===== src/rtl/crypto_slot_ctrl.sv =====
`default_nettype none
// +--------------------------------------------------------------------------+
// | Module   : crypto_slot_ctrl                                              |
// | Summary  : Register front-end and job scheduler for an iterative block   |
// |            cipher core. Holds write-only key slots, queues jobs in an    |
// |            input FIFO, issues them with a start/done handshake and       |
// |            collects results in an output FIFO.                           |
// | Options  : CRYPTO_KEY_ZEROIZE_EN - a rising edge of debug_mode_i clears  |
// |            every key slot (otherwise keys are only masked on the output) |
// | Revision : 1.0 - initial release                                         |
// +--------------------------------------------------------------------------+

module crypto_slot_ctrl #(
    parameter int NUM_KEY_SLOTS = 4,
    parameter int KEY_WORDS     = 6,
    parameter int BLK_WORDS     = 4,
    parameter int FIFO_DEPTH    = 4
) (
    input  logic                    clk_i,
    input  logic                    rst_i,
    input  logic                    reg_en_i,
    input  logic                    reg_we_i,
    input  logic [7:0]              reg_addr_i,
    input  logic [31:0]             reg_wdata_i,
    output logic [31:0]             reg_rdata_o,
    input  logic [7:0]              reglk_ctrl_i,
    input  logic                    debug_mode_i,
    output logic                    core_start_o,
    output logic [32*KEY_WORDS-1:0] core_key_o,
    output logic [32*BLK_WORDS-1:0] core_blk_o,
    input  logic                    core_done_i,
    input  logic [32*BLK_WORDS-1:0] core_out_i
);

    localparam int                 c_SLOT_W = (NUM_KEY_SLOTS > 1) ? $clog2(NUM_KEY_SLOTS) : 1;
    localparam int                 c_PTR_W  = $clog2(FIFO_DEPTH);
    localparam int                 c_CNT_W  = c_PTR_W + 1;
    localparam int                 c_BLK_W  = 32 * BLK_WORDS;
    localparam int                 c_KEY_W  = 32 * KEY_WORDS;
    localparam logic [4:0]         c_NSLOT  = 5'(NUM_KEY_SLOTS);
    localparam logic [3:0]         c_NBLK   = 4'(BLK_WORDS);
    localparam logic [3:0]         c_NKEY   = 4'(KEY_WORDS);
    localparam logic [c_CNT_W-1:0] c_FULL   = c_CNT_W'(FIFO_DEPTH);

    localparam logic [1:0] c_S_IDLE  = 2'd0;
    localparam logic [1:0] c_S_ISSUE = 2'd1;
    localparam logic [1:0] c_S_WAIT  = 2'd2;
    localparam logic [1:0] c_S_DRAIN = 2'd3;

    logic [31:0]         r_key     [NUM_KEY_SLOTS][KEY_WORDS];
    logic [31:0]         r_stg     [BLK_WORDS];
    logic [c_BLK_W-1:0]  r_in_blk  [FIFO_DEPTH];
    logic [c_SLOT_W-1:0] r_in_slot [FIFO_DEPTH];
    logic [c_PTR_W-1:0]  r_in_wr, r_in_rd;
    logic [c_CNT_W-1:0]  r_in_cnt;
    logic [c_BLK_W-1:0]  r_out_blk [FIFO_DEPTH];
    logic [c_PTR_W-1:0]  r_out_wr, r_out_rd;
    logic [c_CNT_W-1:0]  r_out_cnt;
    logic                r_err_ovf, r_err_unf;
    logic [1:0]          r_state;
    logic                r_start;
    logic [c_BLK_W-1:0]  r_job_blk;
    logic [c_SLOT_W-1:0] r_job_slot;

    // Address decode
    logic       w_wr, w_rd;
    logic [2:0] w_word;
    logic [4:0] w_kslot;
    logic       w_is_ctrl, w_is_stat, w_is_stg, w_is_out, w_is_key;

    assign w_wr      = reg_en_i & reg_we_i;
    assign w_rd      = reg_en_i & ~reg_we_i;
    assign w_word    = reg_addr_i[2:0];
    assign w_kslot   = reg_addr_i[7:3] - 5'd4;
    assign w_is_ctrl = (reg_addr_i == 8'h00);
    assign w_is_stat = (reg_addr_i == 8'h01);
    assign w_is_stg  = (reg_addr_i[7:3] == 5'd1) && ({1'b0, w_word} < c_NBLK);
    assign w_is_out  = (reg_addr_i[7:3] == 5'd2) && ({1'b0, w_word} < c_NBLK);
    assign w_is_key  = (reg_addr_i[7:5] != 3'd0) && (w_kslot < c_NSLOT) && ({1'b0, w_word} < c_NKEY);

    // Control-word decode; FLUSH overrides PUSH and POP in the same write
    logic                w_ctrl_wr, w_flush, w_sw_push, w_sw_pop;
    logic                w_in_push, w_out_pop, w_fsm_take, w_out_push;
    logic                w_key_we, w_stg_we, w_zeroize;
    logic [4:0]          w_slot5;
    logic [c_SLOT_W-1:0] w_push_slot;

    assign w_ctrl_wr   = w_wr & w_is_ctrl & ~reglk_ctrl_i[0];
    assign w_flush     = w_ctrl_wr & reg_wdata_i[2];
    assign w_sw_push   = w_ctrl_wr & reg_wdata_i[0] & ~reg_wdata_i[2];
    assign w_sw_pop    = w_ctrl_wr & reg_wdata_i[1] & ~reg_wdata_i[2];
    assign w_in_push   = w_sw_push & (r_in_cnt != c_FULL);
    assign w_out_pop   = w_sw_pop & (r_out_cnt != '0);
    assign w_fsm_take  = (r_state == c_S_IDLE) & (r_in_cnt != '0) & (r_out_cnt != c_FULL) & ~w_flush;
    assign w_out_push  = (r_state == c_S_WAIT) & core_done_i & ~w_flush;
    assign w_key_we    = w_wr & w_is_key & ~reglk_ctrl_i[2];
    assign w_stg_we    = w_wr & w_is_stg & ~reglk_ctrl_i[1];
    assign w_slot5     = 5'(reg_wdata_i[8 +: c_SLOT_W]);
    assign w_push_slot = (w_slot5 < c_NSLOT) ? reg_wdata_i[8 +: c_SLOT_W] : '0;

    logic w_unused_lk;
    assign w_unused_lk = &{1'b0, reglk_ctrl_i[7:5]};

`ifdef CRYPTO_KEY_ZEROIZE_EN
    logic r_dbg_q;

    // Previous debug_mode_i level for rising-edge detection
    always_ff @(posedge clk_i) begin
        if (rst_i) r_dbg_q <= 1'b0;
        else       r_dbg_q <= debug_mode_i;
    end

    assign w_zeroize = debug_mode_i & ~r_dbg_q;
`else
    assign w_zeroize = 1'b0;
`endif

    // Key slot storage; zeroization beats a concurrent key write
    always_ff @(posedge clk_i) begin
        for (int s = 0; s < NUM_KEY_SLOTS; s++) begin
            for (int w = 0; w < KEY_WORDS; w++) begin
                if (rst_i || w_zeroize)
                    r_key[s][w] <= '0;
                else if (w_key_we && (w_kslot == 5'(s)) && (w_word == 3'(w)))
                    r_key[s][w] <= reg_wdata_i;
            end
        end
    end

    // Staging block written word by word
    always_ff @(posedge clk_i) begin
        for (int i = 0; i < BLK_WORDS; i++) begin
            if (rst_i)
                r_stg[i] <= '0;
            else if (w_stg_we && (w_word == 3'(i)))
                r_stg[i] <= reg_wdata_i;
        end
    end

    logic [c_BLK_W-1:0] w_stg_flat;
    logic [c_KEY_W-1:0] w_key_sel;

    // Flatten staging and select the key of the current job
    always_comb begin
        w_stg_flat = '0;
        w_key_sel  = '0;
        for (int i = 0; i < BLK_WORDS; i++)
            w_stg_flat[32*i +: 32] = r_stg[i];
        for (int s = 0; s < NUM_KEY_SLOTS; s++)
            if (r_job_slot == c_SLOT_W'(s))
                for (int w = 0; w < KEY_WORDS; w++)
                    w_key_sel[32*w +: 32] = r_key[s][w];
    end

    // Input FIFO: software push, scheduler pop
    always_ff @(posedge clk_i) begin
        if (rst_i || w_flush) begin
            r_in_wr  <= '0;
            r_in_rd  <= '0;
            r_in_cnt <= '0;
        end else begin
            if (w_in_push) begin
                r_in_blk[r_in_wr]  <= w_stg_flat;
                r_in_slot[r_in_wr] <= w_push_slot;
                r_in_wr            <= r_in_wr + 1'b1;
            end
            if (w_fsm_take)
                r_in_rd <= r_in_rd + 1'b1;
            r_in_cnt <= r_in_cnt + c_CNT_W'(w_in_push) - c_CNT_W'(w_fsm_take);
        end
    end

    // Output FIFO: core result push, software pop
    always_ff @(posedge clk_i) begin
        if (rst_i || w_flush) begin
            r_out_wr  <= '0;
            r_out_rd  <= '0;
            r_out_cnt <= '0;
        end else begin
            if (w_out_push) begin
                r_out_blk[r_out_wr] <= core_out_i;
                r_out_wr            <= r_out_wr + 1'b1;
            end
            if (w_out_pop)
                r_out_rd <= r_out_rd + 1'b1;
            r_out_cnt <= r_out_cnt + c_CNT_W'(w_out_push) - c_CNT_W'(w_out_pop);
        end
    end

    // Sticky error flags; any STATUS write clears them
    always_ff @(posedge clk_i) begin
        if (rst_i || (w_wr && w_is_stat)) begin
            r_err_ovf <= 1'b0;
            r_err_unf <= 1'b0;
        end else begin
            if (w_sw_push && (r_in_cnt == c_FULL)) r_err_ovf <= 1'b1;
            if (w_sw_pop && (r_out_cnt == '0))     r_err_unf <= 1'b1;
        end
    end

    // Job scheduler; a flush while the core owns a job waits for its done in DRAIN
    always_ff @(posedge clk_i) begin
        if (rst_i) begin
            r_state    <= c_S_IDLE;
            r_start    <= 1'b0;
            r_job_blk  <= '0;
            r_job_slot <= '0;
        end else begin
            r_start <= 1'b0;
            case (r_state)
                c_S_IDLE: begin
                    if (w_fsm_take) begin
                        r_state    <= c_S_ISSUE;
                        r_start    <= 1'b1;
                        r_job_blk  <= r_in_blk[r_in_rd];
                        r_job_slot <= r_in_slot[r_in_rd];
                    end
                end
                c_S_ISSUE: r_state <= w_flush ? c_S_DRAIN : c_S_WAIT;
                c_S_WAIT: begin
                    if (core_done_i)  r_state <= c_S_IDLE;
                    else if (w_flush) r_state <= c_S_DRAIN;
                end
                default: begin
                    if (core_done_i) r_state <= c_S_IDLE;
                end
            endcase
        end
    end

    logic [31:0] w_status;
    logic [31:0] w_rdata;

    assign w_status = {16'b0, 4'(r_out_cnt), 4'(r_in_cnt), 4'b0,
                       r_err_ovf, r_err_unf, (r_state != c_S_IDLE), (r_out_cnt != '0)};

    // Combinational read mux with read locks
    always_comb begin
        w_rdata = '0;
        if (w_rd) begin
            if (w_is_stat && !reglk_ctrl_i[4]) begin
                w_rdata = w_status;
            end else if (w_is_stg) begin
                for (int i = 0; i < BLK_WORDS; i++)
                    if (w_word == 3'(i)) w_rdata = r_stg[i];
            end else if (w_is_out && !reglk_ctrl_i[3] && (r_out_cnt != '0)) begin
                for (int i = 0; i < BLK_WORDS; i++)
                    if (w_word == 3'(i)) w_rdata = r_out_blk[r_out_rd][32*i +: 32];
            end
        end
    end

    assign reg_rdata_o  = w_rdata;
    assign core_start_o = r_start;
    assign core_blk_o   = r_job_blk;
    assign core_key_o   = debug_mode_i ? '0 : w_key_sel;

endmodule

`default_nettype wire

===== config.mk =====
export PLATFORM = sky130hd
export DESIGN_NAME = crypto_slot_ctrl
export DESIGN_NICKNAME = d
export VERILOG_FILES = /design/src/rtl/crypto_slot_ctrl.sv
export SDC_FILE = /design/constraint.sdc
export NUM_CORES = 2
export LEC_CHECK = 0
export BUFFER_PORTS_ARGS = -buffer_cell sky130_fd_sc_hd__buf_2
export CORE_ASPECT_RATIO = 0.8
export CORE_UTILIZATION = 40
export CTS_BUF_LIST = sky130_fd_sc_hd__clkbuf_16
export CTS_CLUSTER_SIZE = 12
export DETAILED_ROUTE_END_ITERATION = 10
export GPL_ROUTABILITY_DRIVEN = 1
export PLACE_DENSITY = 0.65
export SYNTH_ARGS = -nofsm -noshare
export SYNTH_HDL_FRONTEND = slang
export SYNTH_SLANG_ARGS = --single-unit
export TNS_END_PERCENT = 5

===== constraint.sdc =====
create_clock -name clk_i -period 16.45 [get_ports clk_i]
set_input_delay 3.29 -clock clk_i [delete_from_list [all_inputs] [get_ports clk_i]]
set_output_delay 3.29 -clock clk_i [all_outputs]
set_load 0.01 [all_outputs]

== After elaboration in Yosys (flattened, before gate mapping) ==
Memory sizes are Yosys's and may differ from the RTL's. A register that Yosys moved wholly into a read port is not among the register bits.
Index checks and enable logic that the tools add are counted.
Operators by class
  add/subtract/negate cells: 9
  magnitude comparators: 4
  equality and inequality tests: 21
  multiplexer cells: 147
  bitwise logic cells: 55
  reductions and logical operators: 60
Operators with widths (number)
  32-bit two-way mux: 40
  192-bit two-way mux: 5
  1-bit two-way mux: 94
  1-bit logical AND: 42
  1-bit bitwise OR: 28
  1-bit AND: 20
  5-bit by 2-bit equality test with 1-bit output, second input constant: 3
  2-bit two-way mux: 7
  5-bit by 1-bit equality test with 1-bit output, second input constant: 2
  3-bit equality test, second input constant: 3
  3-bit != test, second input constant: 3
  3-bit nonzero test: 3
  2-bit by 1-bit adder with 2-bit output, second input constant: 4
  8-bit by 1-bit equality test with 1-bit output, second input constant: 1
  8-bit logical NOT: 1
  1-bit NOT: 7
  3-bit by 1-bit adder with 3-bit output: 2
  2-bit equality test, second input constant: 3
  3-bit by 2-bit equality test with 1-bit output, second input constant: 2
  3-bit logical NOT: 2
  3-bit < comparator, second input constant: 2
  2-bit one-hot mux with 3 select lines: 1
  3-bit by 1-bit subtractor with 3-bit output: 2
  5-bit logical NOT: 1
  other kinds (14): 18
Word-level totals
  register bits: 19
  RAM bits: 1928
  input bits: 182
  output and inout bits: 353
  logic and storage cells: 311
  memories: 5
Memory list
  r_key: depth 4, bits a word 192, read ports 4, clocked after memory_dff 0, write ports 4, RTL line 50  | logic [31:0] r_key [NUM_KEY_SLOTS][KEY_WORDS];
  r_in_blk: depth 4, bits a word 128, read ports 1, clocked after memory_dff 1, write ports 1, RTL line 52  | logic [c_BLK_W-1:0] r_in_blk [FIFO_DEPTH];
  r_out_blk: depth 4, bits a word 128, read ports 1, clocked after memory_dff 1, write ports 1, RTL line 56  | logic [c_BLK_W-1:0] r_out_blk [FIFO_DEPTH];
  r_stg: depth 4, bits a word 32, read ports 4, clocked after memory_dff 0, write ports 4, RTL line 51  | logic [31:0] r_stg [BLK_WORDS];
  r_in_slot: depth 4, bits a word 2, read ports 1, clocked after memory_dff 1, write ports 1, RTL line 53  | logic [c_SLOT_W-1:0] r_in_slot [FIFO_DEPTH];

== Longest topological paths before layout ==
  word-level depth: 12
  gate-level depth with buffers: 15

== Worst setup path before layout ==
Ideal clock, no wire load.
  path kind: in2out
  start: in reg_addr_i[5]
  end: out reg_rdata_o[29]
  arrival time: 4.997 ns
  path slack: 8.163 ns
  cell stages on the path: 8
  path buffers: 2
  cells stage by stage: inv_1 -> ha_1 -> nor3b_1 -> and2_1 -> clkbuf_1 -> clkbuf_1 -> a21oi_1 -> a221oi_1
Between the ends
  longest elaborated chain between the ends: 8
  elaborated cells between the ends (all ways): 12
  classes of those cells: 3 x eq/ne; 4 x mux; 5 x reduce/logical
RTL lines
  start, declared: RTL line 23  | input logic [7:0] reg_addr_i,
  5-bit by 2-bit equality test with 1-bit output: RTL line 78  | assign w_is_out = (reg_addr_i[7:3] == 5'd2) && ({1'b0, w_word} < c_NBLK);
  1-bit logical AND: RTL line 78
  1-bit logical AND (2 in a row): RTL line 246  | end else if (w_is_out && !reglk_ctrl_i[3] && (r_out_cnt != '0)) begin
  32-bit two-way mux: RTL line 246
  32-bit two-way mux: RTL line 243  | end else if (w_is_stg) begin
  32-bit two-way mux (*): RTL line 241  | if (w_is_stat && !reglk_ctrl_i[4]) begin
  32-bit two-way mux (*): RTL line 240  | if (w_rd) begin
  end, declared: RTL line 25  | output logic [31:0] reg_rdata_o,
Mark *: on every way between the ends. The rest lies on a longest branch, timed or not.

== Final worst setup path ==
  start: in reg_addr_i[1]
  end: out reg_rdata_o[28]
Between the ends
  longest elaborated chain between the ends: 9
  elaborated cells between the ends (all ways): 23
  classes of those cells: 1 x order compare; 4 x eq/ne; 12 x mux; 6 x reduce/logical
RTL lines
  3-bit logical NOT: RTL line 245, 248
  32-bit two-way mux (4 in a row): RTL line 248  | if (w_word == 3'(i)) w_rdata = r_out_blk[r_out_rd][32*i +: 32];
  32-bit two-way mux: RTL line 246
  32-bit two-way mux: RTL line 243
  32-bit two-way mux (*): RTL line 241
  32-bit two-way mux (*): RTL line 240
Marked as above.

==> impl_metrics.ini <==
[run_status]
status = complete, no violations

[critical_path]
worstSetupEndpointType = output pin
slowest_delay_ns = 0.77
crit_buf_inv = 3
cpMostUsedCell = buf_4
critPathRequiredTime_ns = 13.16
critPathMaxFanout = 49
worstPathCellList = buf_4 > nand2b_1 > nor4_2 > buf_4 > nor2_1 > nand2_1 > o32ai_1 > buf_2
cp-start-kind = input pin
worstPathArrival_ns = 6.50
cp_top_family = simple AND/OR/NAND/NOR gates
crit_type = input pin to output pin
cp_slowest_cell = nand2b_1

[die]
die_height_microns = 413
die_area_sq_um = 213000
dieWidth_microns = 515
ios = 535
core_area_sq_um = 209000
start_util_pct = 40.3
rows = 150

[layout]
final_cell_mix = 1928 x edfxtp_1, 900 x and2_1, 527 x buf_2, 471 x mux4_2, 281 x nand2_1
fin_area_sq_um = 96100
drive_gt1_share_pct = 25.7
final_common_cell = edfxtp_1
nFillCells = 17800
area_delta_synth_final_pct = 14.0
nets = 5497

[cts]
cts_hold_buf = 0
cts_sinks = 2079
cts_buffers = 205
cts_setup_buffers = 0
cts_tree = built
worstSkewPairLatency_ns = 0.88
h-tree-depth = 4
root_buffer = clkbuf_16
clk_pin_slew_worst_paths_ns = 0.06
cts_max_path_buffers = 3
cts_resized = 0

[timing]
rsz0062_at_grt = no
hold_viol_final = 0
tns_ns = 0
slew_headroom_pct = 11.1
clock_skew_ns = 0.0804
slew_violations = 0
worstMarginPinSlew_ns = 1.32
fmax_mhz = 102
period_share_pct = 59.5
finalSetupViolCount = 0
fin_crit_ns = 9.79

[power_and_ir_drop]
power.switching_mw = 3.57
sw_frac_of_total_pct = 27.7
intPower_mw = 9.31
pwr-share-clk_pct = 33.6
p_leak_nw = 32.4
seq_power_share_pct = 48.5
power_frac_comb_pct = 17.8
p_per_area_nw_per_um2 = 134
vdd.ir_drop.worst_v = 0.000146

[detailed_routing]
postRouteAntennaNets = 0
drc = 0
wl_per_cell_microns = 27.9
routed-via-count = 45000
first_pass_iters = 5
viasPerCell = 5.43
drt_iter0_markers = 5016
drt_wl_total_microns = 231000

[flow_run]
drv_cap = 0

[place]
gp_congestion = 0.799
io_buffer_count = 531
dpl_cell_area_sq_um = 89900
dp_hpwl_microns = 141000

[hold_path]
hold_path_class = flip-flop to flip-flop

[synth]
avgSynthCellArea_sq_um = 17.4
async_flop_share_pct = 0
synth.cell_area_sq_um = 84300
ys_seq_elements = 2079
syn_nets = 5043
ys_types = 59
synth_edf_count = 1928
yosys_warnings = 0
synth_ff_type = edfxtp_1
synth_seq_area_share_pct = 72.2
syn_inst = 4840

[grt]
grt_pass1_vias = 44600
antenna_found_initial = 60
grt_usage_pct = 21.4
overflow = 0
grt_max_degree = 107
grt_pass1_wl_microns = 325000
per-layer routing:
layer  vias to the layer above  track usage (%)  wire length (microns)
li1                      19300                -                      -
met1                     23600             29.7                  96700
met2                      1731             33.8                 109000
met3                       358             4.45                  17600
met4                        52             6.92                   7260
met5                         -                0                    333
cell type report:
| cell class | count | area [sq um] | area share [%] |
|---|---|---|---|
| antenna | 27 | 67.6 | 0.0703 |
| clock buffer | 206 | 5150 | 5.36 |
| clock inverter | 146 | 988 | 1.03 |
| inverter | 16 | 62.6 | 0.0651 |
| multi-input combinational | 2378 | 22100 | 23.0 |
| sequential | 2079 | 60900 | 63.4 |
| tap | 2812 | 3520 | 3.66 |
| timing repair buffer | 614 | 3310 | 3.45 |
registers in the layout, indices dropped and copies added (netlist names), 3 cells and up, named ones only:
| name | count |
|---|---|
| r_stg | 128 |
| r_in_cnt | 3 |
| r_in_slot | 8 |
| r_key | 768 |
| r_in_blk | 512 |
| core_blk_o | 128 |
| r_out_cnt | 3 |
| r_out_blk | 512 |
path summary, 6_finish.rpt:
kind / start / slack (ns) / depth (start not counted) / endpoint
worst min register to register: core_blk_o[113]$_SDFFE_PP0P_ / 0.45 / 2 / core_blk_o[113]$_SDFFE_PP0P_
worst max-delay path: reg_addr_i[1] / 6.66 / 8 / reg_rdata_o[28]
worst min-delay path: core_blk_o[113]$_SDFFE_PP0P_ / 0.45 / 2 / core_blk_o[113]$_SDFFE_PP0P_
worst max register to register: r_in_cnt[1]$_SDFF_PP0_ / 12.25 / 11 / r_in_cnt[2]$_SDFF_PP0_
power by group through the flow:
stage	logic, mW	clock network, mW	registers [mW]
4_1_cts	2.35	4.40	6.26
3_3_place_gp	2.34	0	6.35
6_report	2.30	4.33	6.25
2_1_floorplan	1.49	0	6.31
3_5_place_dp	2.35	0	6.37
5_1_grt	2.47	4.60	6.28
worst reg2reg max path: cells and delay by family (launching register included):
| kind | cells | cell delay [ns] |
|---|---|---|
| AO/OA/AOI/OAI | 1 | 0.73 |
| AND/OR/NAND/NOR | 2 | 0.99 |
| buffers and inverters | 3 | 0.69 |
| XOR/XNOR | 2 | 0.31 |
| adder cells (fa/ha/maj) | 3 | 0.99 |
| flip-flops | 1 | 0.37 |
cell usage after synthesis (3+ instances only):
cell | count | area share [%]
nor4_1 | 3 | 0.022
clkbuf_1 | 288 | 1.3
o21bai_1 | 11 | 0.098
and3_1 | 3 | 0.022
nor3_1 | 4 | 0.024
nor2b_1 | 197 | 1.5
nand3_1 | 7 | 0.042
o22ai_1 | 51 | 0.38
xnor2_1 | 8 | 0.083
a22oi_1 | 28 | 0.25
ha_1 | 19 | 0.28
buf_2 | 31 | 0.18
nand4_1 | 4 | 0.030
nand2_1 | 281 | 1.3
o21ai_0 | 24 | 0.14
and2_1 | 909 | 6.7
edfxtp_1 | 1928 | 69
dfxtp_1 | 151 | 3.6
mux2i_1 | 10 | 0.12
inv_1 | 15 | 0.067
a21o_1 | 16 | 0.14
buf_6 | 17 | 0.23
o22a_1 | 8 | 0.083
nor3b_1 | 4 | 0.036
nor2_1 | 95 | 0.42
or2_2 | 3 | 0.022
o221ai_1 | 11 | 0.11
xor2_1 | 3 | 0.031
a21oi_1 | 141 | 0.84
mux4_2 | 471 | 13
a31oi_1 | 21 | 0.16
nand2b_1 | 12 | 0.089
buf_1 | 29 | 0.13
cell families (layout without fill, tap and decap cells):
logic type	Yosys count	count (layout)	synth area share (%)
AND/OR/NAND/NOR	1535	1535	10.3
AO/OA/AOI/OAI	328	328	2.38
buffers and inverters	383	982	1.93
multiplexers	483	483	12.7
flip-flops	2079	2079	72.2
other	0	27	0
adder cells (fa/ha/maj)	21	21	0.329
XOR/XNOR	11	11	0.114
per-stage QoR:
step	util (%)	power (mW)	hold WS [ns]	cells	setup slack, ns
after floorplan	-	7.79	0.441	4840	8.16
after global placement	43.0	8.69	0.440	7899	6.59
after detailed placement	43.0	8.72	0.444	7899	6.60
after CTS	45.9	13.0	0.453	8251	6.61
after global routing	45.9	13.4	0.467	8259	6.57
final	45.9	12.9	0.448	8278	6.66
Power figures use the tool's default switching activity.
